<file path="src/rtl/inst_fetch_pkg.sv">
// Shared encodings for the RV64I instruction-fetch front end: FSM states,
// fault cause codes, the reset NOP and the default reset PC.
package inst_fetch_pkg;

    localparam logic [1:0] STATE_IDLE  = 2'd0;
    localparam logic [1:0] STATE_FETCH = 2'd1;
    localparam logic [1:0] STATE_ISSUE = 2'd2;
    localparam logic [1:0] STATE_FAULT = 2'd3;

    localparam logic [1:0] FAULT_NONE       = 2'b00;
    localparam logic [1:0] FAULT_TIMEOUT    = 2'b01;
    localparam logic [1:0] FAULT_MISALIGNED = 2'b10;

    localparam logic [31:0] NOP_INST         = 32'h0000_0013;
    localparam logic [63:0] DEFAULT_RESET_PC = 64'h0000_0000_0040_0000;

    // Redirect targets must be 4-byte aligned.
    function automatic logic is_word_aligned(input logic [1:0] low_bits);
        return (low_bits == 2'b00);
    endfunction

endpackage

</file>
<file path="src/rtl/fetch_timeout_counter.sv">
// Counts consecutive FETCH cycles without a memory ack; expired flags the
// last permitted wait cycle (count == TIMEOUT_CYCLES-1).
module fetch_timeout_counter #(
    parameter int TIMEOUT_CYCLES = 16
) (
    input  logic clock,
    input  logic reset_n,
    input  logic clear,
    input  logic enable,
    output logic expired
);

    localparam int CW = (TIMEOUT_CYCLES > 2) ? $clog2(TIMEOUT_CYCLES) : 1;
    localparam logic [CW-1:0] LIMIT = CW'(TIMEOUT_CYCLES - 1);

    logic [CW-1:0] count_q;
    logic [CW-1:0] count_d;

    assign expired = (count_q == LIMIT);

    // Next count: saturates at the limit so it never wraps back past it.
    always_comb begin
        count_d = count_q;
        if (clear) begin
            count_d = '0;
        end else if (enable && !expired) begin
            count_d = count_q + CW'(1);
        end else begin
            count_d = count_q;
        end
    end

    // Counter register.
    always_ff @(posedge clock or negedge reset_n) begin
        if (!reset_n) begin
            count_q <= '0;
        end else begin
            count_q <= count_d;
        end
    end

endmodule

</file>
<file path="src/rtl/inst_fetch_unit.sv">
// Sequential fetch front end: owns PC and instruction register, runs the
// imem req/ack handshake. Optional perf counters under INST_FETCH_COUNTERS_EN.
module inst_fetch_unit
    import inst_fetch_pkg::*;
#(
    parameter int               XLEN           = 64,
    parameter logic [XLEN-1:0]  RESET_PC       = DEFAULT_RESET_PC[XLEN-1:0],
    parameter int               TIMEOUT_CYCLES = 16
) (
    input  logic            clock,
    input  logic            reset_n,
    output logic            imem_req,
    output logic [XLEN-1:0] imem_addr,
    input  logic            imem_ack,
    input  logic [31:0]     imem_rdata,
    output logic [31:0]     inst,
    output logic [6:0]      inst_opcode,
    output logic            inst_valid,
    output logic [XLEN-1:0] pc,
    output logic [XLEN-1:0] pc_plus_4,
    input  logic            pc_write_en,
    input  logic            jal_en,
    input  logic            jalr_en,
    input  logic            branch_taken,
    input  logic [XLEN-1:0] target_addr,
    output logic            fault,
    output logic [1:0]      fault_cause
`ifdef INST_FETCH_COUNTERS_EN
    ,
    output logic [63:0]     fetch_count,
    output logic [63:0]     wait_count
`endif
);

    logic [1:0]      state_q, state_d;
    logic [XLEN-1:0] pc_q, pc_d;
    logic [31:0]     inst_q, inst_d;
    logic [1:0]      cause_q, cause_d;
    logic            timeout_expired_s;
    logic            in_fetch_s;
    logic            redirect_s;

    assign in_fetch_s = (state_q == STATE_FETCH);
    assign redirect_s = jal_en | jalr_en | branch_taken;

    fetch_timeout_counter #(
        .TIMEOUT_CYCLES (TIMEOUT_CYCLES)
    ) u_timeout (
        .clock   (clock),
        .reset_n (reset_n),
        .clear   (!in_fetch_s || imem_ack),
        .enable  (in_fetch_s && !imem_ack),
        .expired (timeout_expired_s)
    );

    // Next-state, PC and instruction register logic.
    always_comb begin
        state_d = state_q;
        pc_d    = pc_q;
        inst_d  = inst_q;
        cause_d = cause_q;
        case (state_q)
            STATE_IDLE: begin
                state_d = STATE_FETCH;
            end
            STATE_FETCH: begin
                // Ack takes priority over a coincident timeout.
                if (imem_ack) begin
                    inst_d  = imem_rdata;
                    state_d = STATE_ISSUE;
                end else if (timeout_expired_s) begin
                    state_d = STATE_FAULT;
                    cause_d = FAULT_TIMEOUT;
                end else begin
                    state_d = STATE_FETCH;
                end
            end
            STATE_ISSUE: begin
                if (!pc_write_en) begin
                    state_d = STATE_ISSUE;
                end else if (redirect_s) begin
                    if (is_word_aligned(target_addr[1:0])) begin
                        pc_d    = target_addr;
                        state_d = STATE_FETCH;
                    end else begin
                        state_d = STATE_FAULT;
                        cause_d = FAULT_MISALIGNED;
                    end
                end else begin
                    pc_d    = pc_q + XLEN'(4);
                    state_d = STATE_FETCH;
                end
            end
            STATE_FAULT: begin
                state_d = STATE_FAULT;
            end
            default: begin
                state_d = STATE_IDLE;
            end
        endcase
    end

    // Architectural state registers.
    always_ff @(posedge clock or negedge reset_n) begin
        if (!reset_n) begin
            state_q <= STATE_IDLE;
            pc_q    <= RESET_PC;
            inst_q  <= NOP_INST;
            cause_q <= FAULT_NONE;
        end else begin
            state_q <= state_d;
            pc_q    <= pc_d;
            inst_q  <= inst_d;
            cause_q <= cause_d;
        end
    end

    assign imem_req    = in_fetch_s;
    assign imem_addr   = pc_q;
    assign inst        = inst_q;
    assign inst_opcode = inst_q[6:0];
    assign inst_valid  = (state_q == STATE_ISSUE);
    assign pc          = pc_q;
    assign pc_plus_4   = pc_q + XLEN'(4);
    assign fault       = (state_q == STATE_FAULT);
    assign fault_cause = cause_q;

`ifdef INST_FETCH_COUNTERS_EN
    logic [63:0] fetch_count_q;
    logic [63:0] wait_count_q;

    // Completed fetches and ack-less wait cycles, both wrapping at 2^64.
    always_ff @(posedge clock or negedge reset_n) begin
        if (!reset_n) begin
            fetch_count_q <= 64'd0;
            wait_count_q  <= 64'd0;
        end else begin
            if (in_fetch_s && imem_ack) begin
                fetch_count_q <= fetch_count_q + 64'd1;
            end else begin
                fetch_count_q <= fetch_count_q;
            end
            if (in_fetch_s && !imem_ack) begin
                wait_count_q <= wait_count_q + 64'd1;
            end else begin
                wait_count_q <= wait_count_q;
            end
        end
    end

    assign fetch_count = fetch_count_q;
    assign wait_count  = wait_count_q;
`endif

endmodule

</file>
<file path="config.mk">
export PLATFORM = sky130hd
export DESIGN_NAME = inst_fetch_unit
export DESIGN_NICKNAME = d
export VERILOG_FILES = /design/src/rtl/inst_fetch_pkg.sv /design/src/rtl/fetch_timeout_counter.sv /design/src/rtl/inst_fetch_unit.sv
export SDC_FILE = /design/constraint.sdc
export NUM_CORES = 1
export LEC_CHECK = 0
export ABC_AREA = 1
export CORE_MARGIN = 3
export CORE_UTILIZATION = 45
export CTS_BUF_LIST = sky130_fd_sc_hd__clkbuf_8 sky130_fd_sc_hd__clkbuf_16
export DETAILED_ROUTE_END_ITERATION = 12
export PLACE_DENSITY = 0.9
export SLEW_MARGIN = 20
export SYNTH_ARGS = -nofsm -noshare
export SYNTH_HDL_FRONTEND = slang
export SYNTH_SLANG_ARGS = --single-unit
</file>
<file path="constraint.sdc">
create_clock -name clock -period 5.3 [get_ports clock]
set_clock_uncertainty 0.1 [all_clocks]
set_input_delay 1.06 -clock clock [delete_from_list [all_inputs] [get_ports clock]]
set_output_delay 1.06 -clock clock [all_outputs]
set_load 0.03 [all_outputs]
</file>
==> impl_metrics.csv <==
group,metric,value,unit
final_layout,antenna_cells,0,
timing,report.final.slew_viol_count,0,
critical_path,r2r_start,"state_q[1]$_DFF_PN0_",
critical_path,rrSetupSlack,2.78,ns
cts,cts_tree,"built",
final_layout,drive_gt1_frac,0.07500,
routing,dr.first_iter.drc_count,491,
routing,first_pass_iters,5,
cts,hold_buffers,0,
critical_path,startpoint_type,"register",
synth,synth.distinct_cells,37,
die,die_w,132.5,µm
cts,clock_path_buffers,2,
power,ir_worst_vdd,0.0004582,V
place,dp_hpwl,21110,µm
synth,synth_top_flop_cell,"dfrtp_1",
timing,final.min_clock_period,3.944,ns
routing,drc,0,
timing,tightestPinTransition,0.8889,ns
global_route,overflow,0,
timing,hold_violations,0,
synth,syn_area,7199,µm²
power,p_leak,4.577,nW
cts,cts_root_buf,"clkbuf_16",
hold_path,hold_class,"reg2reg",
routing,drt-total-wl,26470,µm
cts,clock-sinks,104,
synth,synth_top_cell_area_share,0.3476,
routing,via_per_inst,5.074,
critical_path,end_kind,"primary output",
final_layout,final_cell_mix,"nand2_1, clkdlybuf4s50_1, nor2_1",
timing,rsz0062_at_grt,"no",
timing,fin_crit_sh,0.7442,
routing,dr_total_vias,7566,
flow_run,maxCapViolCount,0,
global_route,antenna_found_initial,0,
synth,yosys.area.top_type,"dfrtp_1",
synth,postSynth.asyncResetShare,1.000,
final_layout,area_delta_synth_final,45.46,%
place,numPortBuffers,338,
cts,numCtsBuffers,9,
timing,fmax,0.2535,GHz
die,initial_core_util,0.4667,
die,core-area,15430,µm²
power,power_density,697.0,nW/µm²
critical_path,crit_type,"reg2out",
global_route,grt_pass1_vias,7719,
timing,relSlewSlack,0.4074,
cts,cts_setup_buffers,0,
power,power.total,7.299,mW
global_route,grt_max_degree,69,
critical_path,r2r-end,"imem_addr[42]$_DFFE_PN0P_",
routing,wl_per_cell,17.75,µm
routing,ant_nets,0,
cts,path_clk_slew,0.07,ns
die,die_h,132.5,µm
hold_path,min_to,"fault_cause[0]$_DFFE_PN0P_",
synth,synthCells,1016,
critical_path,crit_arrival,2.78,ns
synth,ys_ff_latch,104,
critical_path,critPathMaxFanout,6,
die,dieArea,17550,µm²
synth,synth-edff-count,0,
critical_path,r2r.worst_path.cells,8,
synth,synth.top_cells.by_area,"dfrtp_1, nand2_1, buf_4, nor2_1, mux2_2",
final_layout,layout_commonest_cell,"nand2_1",
die,num_rows,45,
global_route,track_usage,0.2951,
synth,synth_nets,1121,
run_status,status,"completed",
die,pin_count,339,
hold_path,hold_depth,2,
final_layout,fin_cells,1491,
critical_path,cp_data_required_time,4.14,ns
place,routabilityCongestion,0.9424,
cts,htreeDepth,3,
synth,ys_warn_count,0,
cts,cts_resized,0,
global_route,grt_pass1_wl,41030,µm
timing,setup_viol,0,
final_layout,fin_nets,1380,
synth,seq_area_frac_synth,0.3622,
synth,avgSynthCellArea,7.086,µm²
timing,finalSetupTns,0,ns
cts,insertion_delay,0.36,ns
place,placed_cells,1475,
hold_path,hold_path.startpoint,"fault_cause[0]$_DFFE_PN0P_",
area by class of cell:
type | count | area, µm²
Clock buffer | 9 | 225.2
Clock inverter | 7 | 63.81
Fill cell | 1296 | 4955
Inverter | 92 | 349.1
Multi-Input combinational cell | 727 | 3560
Sequential cell | 104 | 2608
Tap cell | 211 | 264.0
Timing Repair Buffer | 341 | 3403
power breakdown:
part	switching, mW	internal, mW	leakage (nW)
combinational	2.88	1.96	3.15
sequential	0.608	1.17	1.28
clock	0.310	0.364	0.148
total	3.80	3.50	4.58
sequential cells by signal (all words and copies together) (netlist names):
name and count:
inst 32, fault_cause 2, imem_addr 64, state_q 2
u_timeout.count_q 4
stage by stage:
step                hold slack (ns)  cell area (µm²)    util  setup slack (ns)
detailed placement           0.3794            10180  0.6601             1.492
global placement             0.3687            10180  0.6601             1.537
finish                       0.3993            10470  0.6788             1.356
floorplan                    0.3712             7199       -             2.167
global route                 0.4189            10470  0.6788             1.130
CTS                          0.4010            10470  0.6788             1.362
layer usage:
metal | vias up | track usage | share of wire | wire length, µm
li1 | 3587 | - | - | -
met1 | 3525 | 0.3266 | 0.36 | 9591
met2 | 390 | 0.5406 | 0.51 | 13570
met3 | 64 | 0.07262 | 0.088 | 2338
met4 | 0 | 0.1195 | 0.037 | 967
met5 | - | 0 | 0 | 0
worst max-delay path by stage:
stage / start / to / slack [ns] / depth (start not counted)
global placement: jalr_en / imem_addr[42]$_DFFE_PN0P_ / 1.54 / 10
floorplan: imem_addr[3]$_DFFE_PN0P_ / pc_plus_4[30] / 2.17 / 7
CTS: imem_addr[3]$_DFFE_PN0P_ / pc_plus_4[56] / 1.36 / 10
global route: imem_addr[3]$_DFFE_PN0P_ / pc_plus_4[40] / 1.13 / 9
detailed placement: jal_en / imem_addr[35]$_DFFE_PN0P_ / 1.49 / 12
finish: imem_addr[28]$_DFFE_PN0P_ / pc_plus_4[40] / 1.36 / 8
cell usage after synthesis (4+ instances only):
cell / instances
and2_1: 10
buf_2: 7
buf_4: 77
buf_6: 5
dfrtp_1: 100
dfstp_2: 4
inv_1: 90
mux2_2: 32
nand2_1: 395
nand2_2: 11
nand3_1: 58
nand4_1: 10
nor2_1: 112
nor2_2: 12
nor2_4: 8
o21ai_0: 11
o21ai_1: 9
o22ai_1: 5
xnor2_1: 18
xor2_1: 13
critical path, stage by stage, from the launching register on:
cell and delay, ns:
dfrtp_1 0.58, nand2_1 0.12, nor2_1 0.22, nand2_1 0.12, nor2_1 0.18, nand2_1 0.18
o21bai_1 0.20, and2_1 0.16, clkdlybuf4s50_1 0.67
cells by family (layout without fill, tap and decap cells):
kind of cell,after synthesis,after routing,share of synthesized area
AND/OR/NAND/NOR,626,626,0.3700
buffers and inverters,185,449,0.1441
AO/OA/AOI/OAI,34,34,0.02798
XOR/XNOR,33,33,0.04223
multiplexers,32,32,0.05005
adder cells (fa/ha/maj),2,2,0.003475
flip-flops,104,104,0.3622
No activity file was read; power rests on OpenSTA's default activity.
==> RTL edit 1: new RTL, same settings <==
Add a define of `INST_FETCH_COUNTERS_EN`.
--- a/src/rtl/inst_fetch_unit.sv
+++ b/src/rtl/inst_fetch_unit.sv
@@ -1,5 +1,7 @@
 // Sequential fetch front end: owns PC and instruction register, runs the
 // imem req/ack handshake. Optional perf counters under INST_FETCH_COUNTERS_EN.
+`define INST_FETCH_COUNTERS_EN
+
 module inst_fetch_unit
     import inst_fetch_pkg::*;
 #(
Formal check against the unedited RTL (old outputs only; new: fetch_count and wait_count): equivalent (Yosys induction, for registers that start in step).
==> RTL edit 1 against the unedited design <==
Largest cell class unchanged. Wire length grew 110%. Hold slack lost 0.021 ns. Die area grew 99%. Sequential cell count grew 128. Worst setup slack lost 0.40 ns. Final area grew 94%. Non-clock buffer count grew 135. Area after synthesis grew 110%. First-iteration DRC count grew to 2.9 times the old value. Global-route usage grew 1.5 points. Sequential power grew 32%. Total power shrank 3.6%.
==> RTL edit 1: results (changes against the unedited design) <==
outcome finished, final reports clean; vias per cell 5.25 (+3.6%); wire length on met3 4.54 mm (+94%); CP Launch Point imem_addr[3]; Pleak 8.80 nW (+92%); Num CTS Buffers 26 (+17); vias in the first global route 15,900 (+110%); worst reg2reg path endpoint fetch_count[59]; CP Max Fanout 5 (-1); Worst-Skew Late Latency 0.55 ns (+0.19 ns); Placer Congestion 1.01 (+7.5%); peak supply drop 0.276 mV (-40%); WHS 0.379 ns (-0.0206 ns); CTS max path bufs 3 (+1); GRT Overall Usage 31.0% (+1.5 points); M1 WL 20.6 mm (+120%); DR WL/cell 18.5 um (+4.2%); port bufs 466 (+38%); pin count of the biggest net entering global routing 97 (+41%); Critical Path Max Stage Delay 0.76 ns (+0.09 ns); Detailed Routing Iterations Pass 1 6 (+1); Nets 2,673 (+94%); first-pass GRT wire length 87.8 mm (+110%); Synth area leaders dfrtp_1 39%, nand2_1 20%, nor2_1 8.4%; sequential share of the synthesized area 39.4% (+3.1 points); initial antenna violation count 3 (+3); number of fill cells 2,820 (+120%); layout cells sized above 1 4.22% (-3.3 points); worst endpoint data arrival time 3.19 ns (+0.41 ns); R2R depth 9 (+1); post-DP HPWL 44.3 mm (+110%); CP Capture Point pc_plus_4[28]; Unique masters post-synth 38 (+2.7%)
[RTL edit 1: cell types whose count changed after synthesis, moves of 35 or more]
| cell | before | now |
|---|---|---|
| nand2_1 | 395 | 795 |
| nor2_1 | 112 | 332 |
| dfrtp_1 | 100 | 228 |
| inv_1 | 90 | 206 |
| nand3_1 | 58 | 169 |
| xnor2_1 | 18 | 67 |
| o21ai_0 | 11 | 57 |
| nand4_1 | 10 | 50 |
| xor2_1 | 13 | 48 |
[RTL edit 1: logic make-up after synthesis]
| logic type | synth area share [%] |
|---|---|
| and+or+nand+nor | 41.0 |
| buffers and inverters | 10.1 |
| DFF | 39.4 |
| xor gates and xnor gates | 6.82 |
| AOI/OAI and AO/OA | 2.42 |
| adders and majority gates | 0.339 |
[RTL edit 1: metrics by stage]
| stage | total power, W | cells |
|---|---|---|
| 3_5_place_dp | 0.00503 | 2973 |
| 5_1_grt | 0.00731 | 3024 |
| 6_report | 0.00703 | 3024 |
| 2_1_floorplan | 0.00385 | 2170 |
| 3_3_place_gp | 0.00499 | 2973 |
| 4_1_cts | 0.00708 | 3021 |
[RTL edit 1: worst min-delay path by stage]
stage / startpoint / to / cells after the start
after detailed placement: inst[19] / inst[19] / 2
final: inst[0] / inst[0] / 2
after global placement: inst[15] / inst[15] / 2
after floorplan: u_timeout.count_q[1] / u_timeout.count_q[1] / 2
after global routing: inst[0] / inst[0] / 2
after CTS: inst[0] / inst[0] / 2
[RTL edit 1: worst register-to-register path, stage by stage, from the launching register on]
cell	delay [ns]
dfrtp_1	0.42
inv_2	0.07
nor2_4	0.17
nand2_2	0.53
nor3_1	0.40
nand3b_1	0.17
nor2_1	0.34
nand2_1	0.10
nand2_1	0.07
nand2_1	0.05
[RTL edit 1: cell type report]
type,count,area [sq um],share of cell area [%]
Tap cell,435,544,2.68
Antenna cell,3,7.51,0.0369
Sequential cell,232,5810,28.6
Clock inverter,18,258,1.27
Inverter,209,785,3.86
Multi-Input combinational cell,1621,7470,36.7
Timing Repair Buffer,476,4770,23.4
Clock buffer,30,706,3.47
[RTL edit 1: per-layer routing]
layer  track usage, %  vias to the layer above
met5                0                        -
met4             12.9                        0
met3             6.00                      144
met2             56.1                      757
met1             35.7                     7526
li1                 -                     7464
[RTL edit 1: power by group]
part | internal, W | switching (W) | total [W]
combinational | 0.00105 | 0.00161 | 0.00266
sequential | 0.00201 | 0.000340 | 0.00235
clock | 0.00125 | 0.000778 | 0.00202
total | 0.00430 | 0.00273 | 0.00703
==> RTL edit 2: new RTL, config.mk and constraints unchanged <==
Made on the original files. Add an input register stage for `target_addr`, without a reset; this delays it by one clock. The other inputs are not delayed to match.
--- a/src/rtl/inst_fetch_unit.sv
+++ b/src/rtl/inst_fetch_unit.sv
@@ -31,6 +31,12 @@
     output logic [63:0]     wait_count
 `endif
 );
+
+    logic [XLEN-1:0] target_addr_q;
+
+    always_ff @(posedge clock) begin
+        target_addr_q <= target_addr;
+    end
 
     logic [1:0]      state_q, state_d;
     logic [XLEN-1:0] pc_q, pc_d;
@@ -79,8 +85,8 @@
                 if (!pc_write_en) begin
                     state_d = STATE_ISSUE;
                 end else if (redirect_s) begin
-                    if (is_word_aligned(target_addr[1:0])) begin
-                        pc_d    = target_addr;
+                    if (is_word_aligned(target_addr_q[1:0])) begin
+                        pc_d    = target_addr_q;
                         state_d = STATE_FETCH;
                     end else begin
                         state_d = STATE_FAULT;
Function: changed (a bounded check fails within 4 cycles, from zero or initial values and one cycle with reset_n low).
==> RTL edit 2 against the unedited design <==
Wire length increased by 9.7%. Final area is 15% higher. Global-route usage shrank 1.4 points. Sequential share of layout area grew 7.3 points. Area after synthesis rose by 17%. Sequential cell count increased by 64. Count of clock-buffer cells in the layout increased by 8. Worst setup slack got worse by 0.44 ns.
Power is left out: it rests on default switching activity, and per cell area and clock period it moved more than threefold.
==> RTL edit 2: results (changes against the unedited design) <==
outcome finished, final reports clean; prevailing post-synth register cell dfrtp_1; number of fill cells 1,493 (+15%); Worst Max-Slew Pin Slew 0.930 ns (+0.0414 ns); initial antenna violation count 0 (unchanged); Detailed Routing Iterations Pass 1 5 (unchanged); R2R Setup Slk 2.93 ns (+0.15 ns); M2 GR Usage 51.5% (-2.6 points); ANT cells 0 (unchanged); Syn Nets 1,168 (+4.2%); post-DP HPWL 22.1 mm (+4.8%); CTS max path bufs 2 (unchanged); clock sink count 168 (+62%); final hold viol count 0 (unchanged); sequential share of the synthesized area 46.0% (+9.8 points); post-cts resize count 0 (unchanged); pin count of the biggest net entering global routing 84 (+22%); Synth area leaders dfrtp_1 30%, dfxtp_1 15%, nand2_1 14%; port bufs 338 (unchanged); vias per cell 5.23 (+3.1%); Hold-fix buffers, CTS 0 (unchanged); CTS H-tree depth 4 (+1); Placer Congestion 0.945 (+0.25%); CP Capture Point pc_plus_4[36]; first-pass GRT wire length 44.1 mm (+7.6%); initial drt markers 674 (+37%); Num CTS Buffers 17 (+8); GRT Overall Usage 28.1% (-1.4 points); Worst Hold Class reg2reg; M3 GR Usage 6.97% (-0.30 points); Worst-path clk slew 0.07 ns (about the same); Nets 1,428 (+3.5%); Worst-Skew Late Latency 0.44 ns (+0.08 ns); Post CTS Setup Buffer Count 0 (unchanged); kind of critical path reg2out; FF-to-FF Start state_q[0]; Synth top cells by count 306 x nand2_1, 122 x nand3_1, 114 x nor2_1; clk root buf clkbuf_16; Ys Warns 0 (unchanged); CP Max Fanout 6 (unchanged); R2R depth 7 (-1); layout cells sized above 1 8.08% (+0.58 points); vias in the first global route 8,148 (+5.6%); DR WL/cell 18.5 um (+4.5%); worst reg2reg path endpoint imem_addr[4]; Unique masters post-synth 35 (-5.4%); grt met1 use 32.2% (-0.41 points); share of synthesized registers carrying an async set or reset 61.9% (-38 points); worst endpoint data arrival time 3.22 ns (+0.44 ns); CP Launch Point imem_addr[3]; Hold Startpoint target_addr_q[2]
[RTL edit 2: changes by cell type in the layout (fill, tap and decap cells not counted), sizes merged, moves of 4 or more]
cell | before | now
dfxtp | 0 | 64
o22ai | 5 | 1
xor2 | 13 | 21
o21ai | 21 | 43
nand2 | 409 | 315
clkbuf | 9 | 17
xnor2 | 20 | 12
nand3 | 59 | 122
[RTL edit 2: worst min-delay path by stage]
stage	endpoint	slack [ns]	depth (start not counted)
finish	imem_addr[2]	0.36	1
global route	imem_addr[2]	0.38	1
CTS	imem_addr[2]	0.37	1
detailed placement	imem_addr[2]	0.35	1
global placement	imem_addr[22]	0.34	2
floorplan	imem_addr[22]	0.32	2
[RTL edit 2: stage by stage]
step	hold slack (ns)	utilization, %	instances	worst slack, ns	cell area, sq um
2_1_floorplan	0.322	-	1063	2.17	8460
3_3_place_gp	0.341	63.0	1533	1.45	11500
3_5_place_dp	0.351	63.0	1533	1.35	11500
4_1_cts	0.366	66.3	1565	0.947	12100
5_1_grt	0.384	66.3	1565	0.803	12100
6_report	0.358	66.3	1565	0.916	12100
[RTL edit 2: cells by family (layout without fill, tap and decap cells)]
group	after synthesis	in the layout	synth area share (%)
simple gates	591	591	30.6
mux	32	32	4.26
xor+xnor	33	33	3.77
fa+ha+maj	2	2	0.296
buf+inv	187	460	12.0
flops	168	168	46.0
compound gates	50	50	3.11
[RTL edit 2: cell type report]
class / count / area (sq um) / share of cell area [%]
timing repair buffer: 342 / 3410 / 28.2
clock inverter: 15 / 179 / 1.48
clock buffer: 17 / 425 / 3.52
inverter: 86 / 324 / 2.68
tap: 229 / 287 / 2.37
sequential: 168 / 3890 / 32.2
multi-input combinational: 708 / 3570 / 29.5
[RTL edit 2: worst max-delay path, stage by stage (launching register included)]
cell	delay [ns]
dfrtp_1	0.45
ha_1	0.24
nand2_1	0.10
nor2_4	0.17
nand3_1	0.22
inv_1	0.10
nand2_1	0.30
o21ai_0	0.36
and2_1	0.18
clkdlybuf4s50_1	0.67
[RTL edit 2: metal layers]
| layer | vias up | routed length (um) |
|---|---|---|
| met1 | 3882 | 10500 |
| met3 | 47 | 2720 |
| met4 | 0 | 686 |
| met2 | 438 | 15100 |
| li1 | 3817 | - |
| met5 | - | 0 |
